## src/rtl/mem_arb_pkg.sv

```systemverilog
// Shared definitions for the two-port to one-port memory arbiter:
// FSM state encoding, default watchdog limit and the abort data word.
package mem_arb_pkg;

  typedef enum logic [1:0] {
    IDLE      = 2'd0,
    DATA_ACC  = 2'd1,
    INSTR_ACC = 2'd2,
    DONE      = 2'd3
  } arb_state_t;

  localparam int unsigned DEFAULT_TIMEOUT_CYCLES = 255;

  // Word returned to the CPU when an access is aborted by the watchdog.
  localparam logic [31:0] ERR_WORD = 32'hDEADBEEF;

endpackage

```

## src/rtl/mem_arb_watchdog.sv

```systemverilog
// Access watchdog for mem_arbiter (used only when MEM_ARB_TIMEOUT_EN is defined).
// Counts cycles while enable_i is high; expired_o fires in the cycle that
// would be the TIMEOUT_CYCLES-th cycle of the access without an ack.
module mem_arb_watchdog import mem_arb_pkg::*; #(
  parameter int unsigned TIMEOUT_CYCLES = DEFAULT_TIMEOUT_CYCLES,
  parameter int unsigned TIMEOUT_W      = 8
) (
  input  logic clk_i,
  input  logic rst_i,
  input  logic clear_i,
  input  logic enable_i,
  output logic expired_o
);

  // Count value held during the last permitted cycle of an access.
  localparam logic [TIMEOUT_W-1:0] LAST_COUNT = TIMEOUT_W'(TIMEOUT_CYCLES - 1);

  logic [TIMEOUT_W-1:0] count;

  // Cycle counter: cleared on ack / state change, advances while waiting.
  always_ff @(posedge clk_i or negedge rst_i) begin
    if (!rst_i) begin
      count <= '0;
    end else if (clear_i) begin
      count <= '0;
    end else if (enable_i) begin
      count <= count + 1'b1;
    end
  end

  assign expired_o = enable_i && (count == LAST_COUNT);

endmodule

```

## src/rtl/mem_arbiter.sv

```systemverilog
// Two-port to one-port memory arbiter: serialises the CPU data access and
// instruction fetch onto one bus, latches read results and pulses both
// ready signals together for one cycle.
// Optional feature: define MEM_ARB_TIMEOUT_EN to add an access watchdog
// and the sticky err_o output.
//
// Handshake: the CPU presents requests and holds them stable while the
// readies are low; the readies are high for a single DONE cycle (or while
// idle with nothing requested). On the bus, a strobe is a request held
// until mem_ack_i, and the cycle after an ack is always a fresh request.
module mem_arbiter import mem_arb_pkg::*; #(
  parameter int unsigned ADDR_W         = 32,
  parameter int unsigned TIMEOUT_CYCLES = DEFAULT_TIMEOUT_CYCLES,
  parameter int unsigned TIMEOUT_W      = 8
) (
  input  logic              clk_i,
  input  logic              rst_i,
  input  logic              instr_rd_i,
  input  logic [ADDR_W-1:0] instr_addr_i,
  output logic [31:0]       instr_data_o,
  output logic              instr_ready_o,
  input  logic              data_rd_i,
  input  logic              data_wr_i,
  input  logic [ADDR_W-1:0] data_addr_i,
  input  logic [31:0]       data_wdata_i,
  input  logic [3:0]        data_byte_sel_i,
  output logic [31:0]       data_data_o,
  output logic              data_ready_o,
  output logic [ADDR_W-1:0] mem_addr_o,
  output logic [31:0]       mem_data_o,
  output logic              mem_rd_o,
  output logic              mem_wr_o,
  output logic [3:0]        mem_byte_sel_o,
  input  logic [31:0]       mem_data_i,
  input  logic              mem_ack_i,
  output logic [1:0]        dbg_state_o
`ifdef MEM_ARB_TIMEOUT_EN
  ,
  output logic              err_o
`endif
);

  arb_state_t state;
  arb_state_t state_next;

  logic        data_req;
  logic        any_req;
  logic        in_access;
  logic        abort;
  logic        acc_done;
  logic        ready;
  logic [31:0] capture_word;

  assign data_req  = data_rd_i | data_wr_i;
  assign any_req   = data_req | instr_rd_i;
  assign in_access = (state == DATA_ACC) || (state == INSTR_ACC);

`ifdef MEM_ARB_TIMEOUT_EN
  logic expired;

  // Clears outside accesses and whenever the current access finishes,
  // so each access state entry starts counting from zero.
  mem_arb_watchdog #(
    .TIMEOUT_CYCLES (TIMEOUT_CYCLES),
    .TIMEOUT_W      (TIMEOUT_W)
  ) u_watchdog (
    .clk_i     (clk_i),
    .rst_i     (rst_i),
    .clear_i   (~in_access | acc_done),
    .enable_i  (in_access),
    .expired_o (expired)
  );

  assign abort = expired & ~mem_ack_i;
`else
  assign abort = 1'b0;
`endif

  // An abort finishes the access exactly as an ack would.
  assign acc_done     = mem_ack_i | abort;
  assign capture_word = abort ? ERR_WORD : mem_data_i;
  assign dbg_state_o  = state;

  // State register.
  always_ff @(posedge clk_i or negedge rst_i) begin
    if (!rst_i) begin
      state <= IDLE;
    end else begin
      state <= state_next;
    end
  end

  // Next-state logic: data first (older instruction), then fetch.
  always_comb begin
    state_next = state;
    case (state)
      IDLE: begin
        if (data_req) begin
          state_next = DATA_ACC;
        end else if (instr_rd_i) begin
          state_next = INSTR_ACC;
        end
      end
      DATA_ACC: begin
        if (acc_done) begin
          state_next = instr_rd_i ? INSTR_ACC : DONE;
        end
      end
      INSTR_ACC: begin
        if (acc_done) begin
          state_next = DONE;
        end
      end
      DONE:    state_next = IDLE;
      default: state_next = IDLE;
    endcase
  end

  // Output logic: bus mux, strobes and CPU readies.
  always_comb begin
    mem_addr_o     = '0;
    mem_data_o     = '0;
    mem_rd_o       = 1'b0;
    mem_wr_o       = 1'b0;
    mem_byte_sel_o = '0;
    ready          = (state == DONE) || ((state == IDLE) && !any_req);
    case (state)
      DATA_ACC: begin
        mem_addr_o     = data_addr_i;
        mem_data_o     = data_wdata_i;
        mem_byte_sel_o = data_byte_sel_i;
        // Read and write together is a write.
        mem_rd_o       = data_rd_i & ~data_wr_i;
        mem_wr_o       = data_wr_i;
      end
      INSTR_ACC: begin
        mem_addr_o     = instr_addr_i;
        mem_rd_o       = 1'b1;
        mem_byte_sel_o = 4'hF;
      end
      default: ;
    endcase
    instr_ready_o = ready;
    data_ready_o  = ready;
  end

  // Read-result latches, updated only when the matching access finishes.
  always_ff @(posedge clk_i or negedge rst_i) begin
    if (!rst_i) begin
      data_data_o  <= '0;
      instr_data_o <= '0;
    end else begin
      if ((state == DATA_ACC) && acc_done && data_rd_i && !data_wr_i) begin
        data_data_o <= capture_word;
      end
      if ((state == INSTR_ACC) && acc_done) begin
        instr_data_o <= capture_word;
      end
    end
  end

`ifdef MEM_ARB_TIMEOUT_EN
  // Sticky error flag, set by any watchdog abort.
  always_ff @(posedge clk_i or negedge rst_i) begin
    if (!rst_i) begin
      err_o <= 1'b0;
    end else if (in_access && abort) begin
      err_o <= 1'b1;
    end
  end
`endif

endmodule

```

## config.mk

```make
export PLATFORM = sky130hd
export DESIGN_NAME = mem_arbiter
export DESIGN_NICKNAME = d
export VERILOG_FILES = /design/src/rtl/mem_arb_pkg.sv /design/src/rtl/mem_arb_watchdog.sv /design/src/rtl/mem_arbiter.sv
export SDC_FILE = /design/constraint.sdc
export NUM_CORES = 1
export LEC_CHECK = 0
export CAP_MARGIN = 20
export CORE_MARGIN = 4
export CORE_UTILIZATION = 33
export DETAILED_ROUTE_END_ITERATION = 7
export PLACE_DENSITY = 0.81
export SYNTH_ARGS = -nofsm -noshare
export SYNTH_HDL_FRONTEND = slang
export SYNTH_HIERARCHICAL = 1
export SYNTH_SLANG_ARGS = --single-unit
export TNS_END_PERCENT = 50
```

## constraint.sdc

```tcl
create_clock -name clk_i -period 2.3 [get_ports clk_i]
set_input_delay 0.46 -clock clk_i [delete_from_list [all_inputs] [get_ports clk_i]]
set_output_delay 0.46 -clock clk_i [all_outputs]
set_load 0.005 [all_outputs]
```

==> impl_metrics.csv <==
group,metric,value,unit
power_and_ir_drop,p_comb_frac,0.647,
power_and_ir_drop,p_leak,0.00298,uW
worst_setup_path,worstSetupEndpoint,"instr_ready_o",
layout,drive_above_1_share,0.219,
worst_setup_path,critical_path_class,"reg -> out",
run_status,status,"finished with violations",
drt,vias,3372,
cts,cts_tree,"built",
layout,synthToLayoutAreaGrowth,98.8,%
sta,clock_skew,3.08,ps
sta,fin_setup_tns,-18.9,ps
cts,cts_max_level,3,
drt,route.layer.met1.wl,5100,um
layout,layoutNonFillerInstCount,705,
logic_synthesis,syn_nets,428,
cts,cts-root-buf,"clkbuf_8",
worst_setup_path,arrival,1850,ps
floorplanning,die_h,109,um
sta,post-route-period-util,1.00,
worst_setup_path,required,1840,ps
drt,maxUsedRoutingLayer,"met5",
logic_synthesis,syn-instance-count,283,
floorplanning,num_io_pins,276,
worst_setup_path,cp_max_fo,3,
sta,fin_ws,-10.5,ps
worst_setup_path,cp-end-kind,"primary output",
logic_synthesis,synth_cell_type_count,22,
power_and_ir_drop,net-switching-power,2790,uW
run_status,violations,"negative setup slack",
power_and_ir_drop,clock_power_share,0.104,
power_and_ir_drop,power_density,1230,mW/mm2
place,port_buffers,275,
drt,drt_wl_total,14200,um
worst_setup_path,reg2reg_to,"data_data_o[6]$_DFFE_PN0P_",
layout,utilization,0.680,
place,dpl_worst_slack,-399,ps
sta,rsz0062_at_grt,"yes",
drt,wl_per_cell,20.2,um
drt,dr_wl_met2,7160,um
sta,fin_crit,2310,ps
logic_synthesis,ys_seq_area_frac,0.489,
drt,drt_iter0_markers,168,
grt,grt_pass1_wl,19800,um
drt,ant_nets,0,
floorplanning,core_area,0.00986,mm2
worst_setup_path,reg2reg_from,"dbg_state_o[1]$_DFFE_PN0P_",
power_and_ir_drop,p_int,5450,uW
logic_synthesis,syn_avg_cell_area,11.9,um2
sta,setup_viol,2,
cts,clkTransAtPathRegs,60,ps
worst_setup_path,start_kind,"register",
cts,clock_path_buffers,2,
sta,fmax,0.433,GHz
power_and_ir_drop,p_sw_frac,0.338,
grt,grt-ovfl-total,0,
cts,clock_latency,340,ps
layout,finalNetCount,713,
place,routabilityCongestion,0.880,
layout,final_common_cell,"clkdlybuf4s50_1",
drt,route.met3.wl,1550,um
grt,grt_start_max_net_pins,45,
floorplanning,start_util,0.342,
place,dp.cells,683,
floorplanning,dieArea,0.0119,mm2
place,hpwl,10600,um
layout,n_antenna_cell,0,
layout,layout_common_cells,"clkdlybuf4s50_1 (201), dfrtp_1 (66), nor2b_1 (36), dlygate4sd2_1 (35), and2_1 (33)",
flow_run,cap_violations,0,
grt,track_usage,0.223,
worst_setup_path,reg2reg_depth,6,
grt,antenna_found_initial,1,
cts,cts_made_buffers,9,
power_and_ir_drop,max-vdd-ir-drop,732,uV
drt,vias_per_cell,4.78,
floorplanning,placementRows,36,
worst_setup_path,rrSetupSlack,560,ps
drt,remaining_drc_errors,0,
sta,hold_viol_final,0,
min_path,hold_class,"in -> async",
worst_setup_path,cp-startpoint,"dbg_state_o[0]$_DFFE_PN0P_",
logic_synthesis,yosys_warnings,6,
drt,drtPass1Iterations,4,
sta,max_slew_margin,0.650,
cts,clock-sinks,66,
floorplanning,die_w,109,um
grt,first_global_vias,3598,
sta,worstMarginPinSlew,525,ps
logic_synthesis,syn-cell-area,0.00338,mm2
power_and_ir_drop,p_seq_frac,0.250,
logic_synthesis,synth-seq-cells,66,
sta,finalMaxSlewViolations,0,
-- synth_stat cells --
master / instances / area share
ha_1: 7 / 0.026
or2b_1: 1 / 0.0022
a22oi_1: 32 / 0.071
mux2i_1: 3 / 0.0089
o21ai_2: 1 / 0.0026
buf_4: 1 / 0.0022
inv_1: 3 / 0.0033
dfrtp_1: 66 / 0.49
nand2b_1: 1 / 0.0019
mux2_1: 32 / 0.11
a31oi_1: 1 / 0.0019
a21oi_1: 4 / 0.0059
and2_1: 33 / 0.061
or4b_1: 1 / 0.0030
nand4_2: 1 / 0.0037
nand2_1: 1 / 0.0011
buf_2: 9 / 0.013
a22o_1: 1 / 0.0026
mux2_2: 32 / 0.11
clkbuf_1: 13 / 0.014
nor2b_1: 37 / 0.069
nor2_1: 3 / 0.0033
-- routing by layer --
layer  track usage  vias to the layer above
li1              -                     1556
met1         0.234                     1614
met5             0                        -
met3        0.0983                       36
met2         0.388                      164
met4        0.0902                        2
-- worst max-delay path, stage by stage (launching register included) --
cell	delay, ps
dfrtp_1	400
inv_2	120
ha_4	140
or4b_4	450
or2b_1	190
buf_4	120
buf_6	80
-- through the flow --
step | power (uW) | area (um2) | hold slack, ps
6_report | 8240 | 6710 | 86.6
5_1_grt | 8750 | 6710 | 114
4_1_cts | 8100 | 6680 | 93.9
3_5_place_dp | 7110 | 6390 | 475
3_3_place_gp | 6990 | 6390 | 458
2_1_floorplan | 3900 | 3380 | 164
-- power groups by stage --
stage	clock (uW)	combinational, uW	sequential [uW]
global placement	0	4970	2020
global route	944	5680	2130
floorplan	0	1800	2100
CTS	888	5160	2050
detailed placement	0	5050	2060
finish	854	5330	2060
-- layout make-up --
cell class	instances	area [um2]
Clock buffer	12	155
Multi-Input combinational cell	191	1760
Timing Repair Buffer	297	2940
Inverter	3	13.8
Sequential cell	66	1650
Tap cell	133	166
Clock inverter	3	15.0
Fill cell	756	3150
-- repair_timing --
item | CTS | global route
setup buffers | 1 | 2
cloned | 3 | 1
endpoints found under the setup margin | 72 | 37
pin swaps | 2 | 2
resized for setup | 108 | 76
hold buffers | 0 | 0
-- registers in the layout, indices dropped and copies added, names as in the netlist --
register	flops
data_data_o	32
dbg_state_o	2
instr_data_o	32
-- how the worst min path moves through the flow --
stage                     start                      endpoint
after CTS                 rst_i  instr_data_o[14]$_DFFE_PN0P_
after global placement    rst_i   data_data_o[15]$_DFFE_PN0P_
after global routing      rst_i  instr_data_o[14]$_DFFE_PN0P_
after detailed placement  rst_i  instr_data_o[15]$_DFFE_PN0P_
final                     rst_i  instr_data_o[14]$_DFFE_PN0P_
after floorplan           rst_i    data_data_o[0]$_DFFE_PN0P_
-- cell families (layout without fill, tap and decap cells) --
logic type | after synthesis | count (layout) | share of synthesized area
AND/OR/NAND/NOR | 78 | 78 | 0.145
multiplexers | 67 | 67 | 0.222
flip-flops | 66 | 66 | 0.489
AO/OA/AOI/OAI | 39 | 39 | 0.0841
buffers and inverters | 26 | 315 | 0.0334
adder cells (fa/ha/maj) | 7 | 7 | 0.0259
Note: power is estimated with default switching activity, not from simulation.
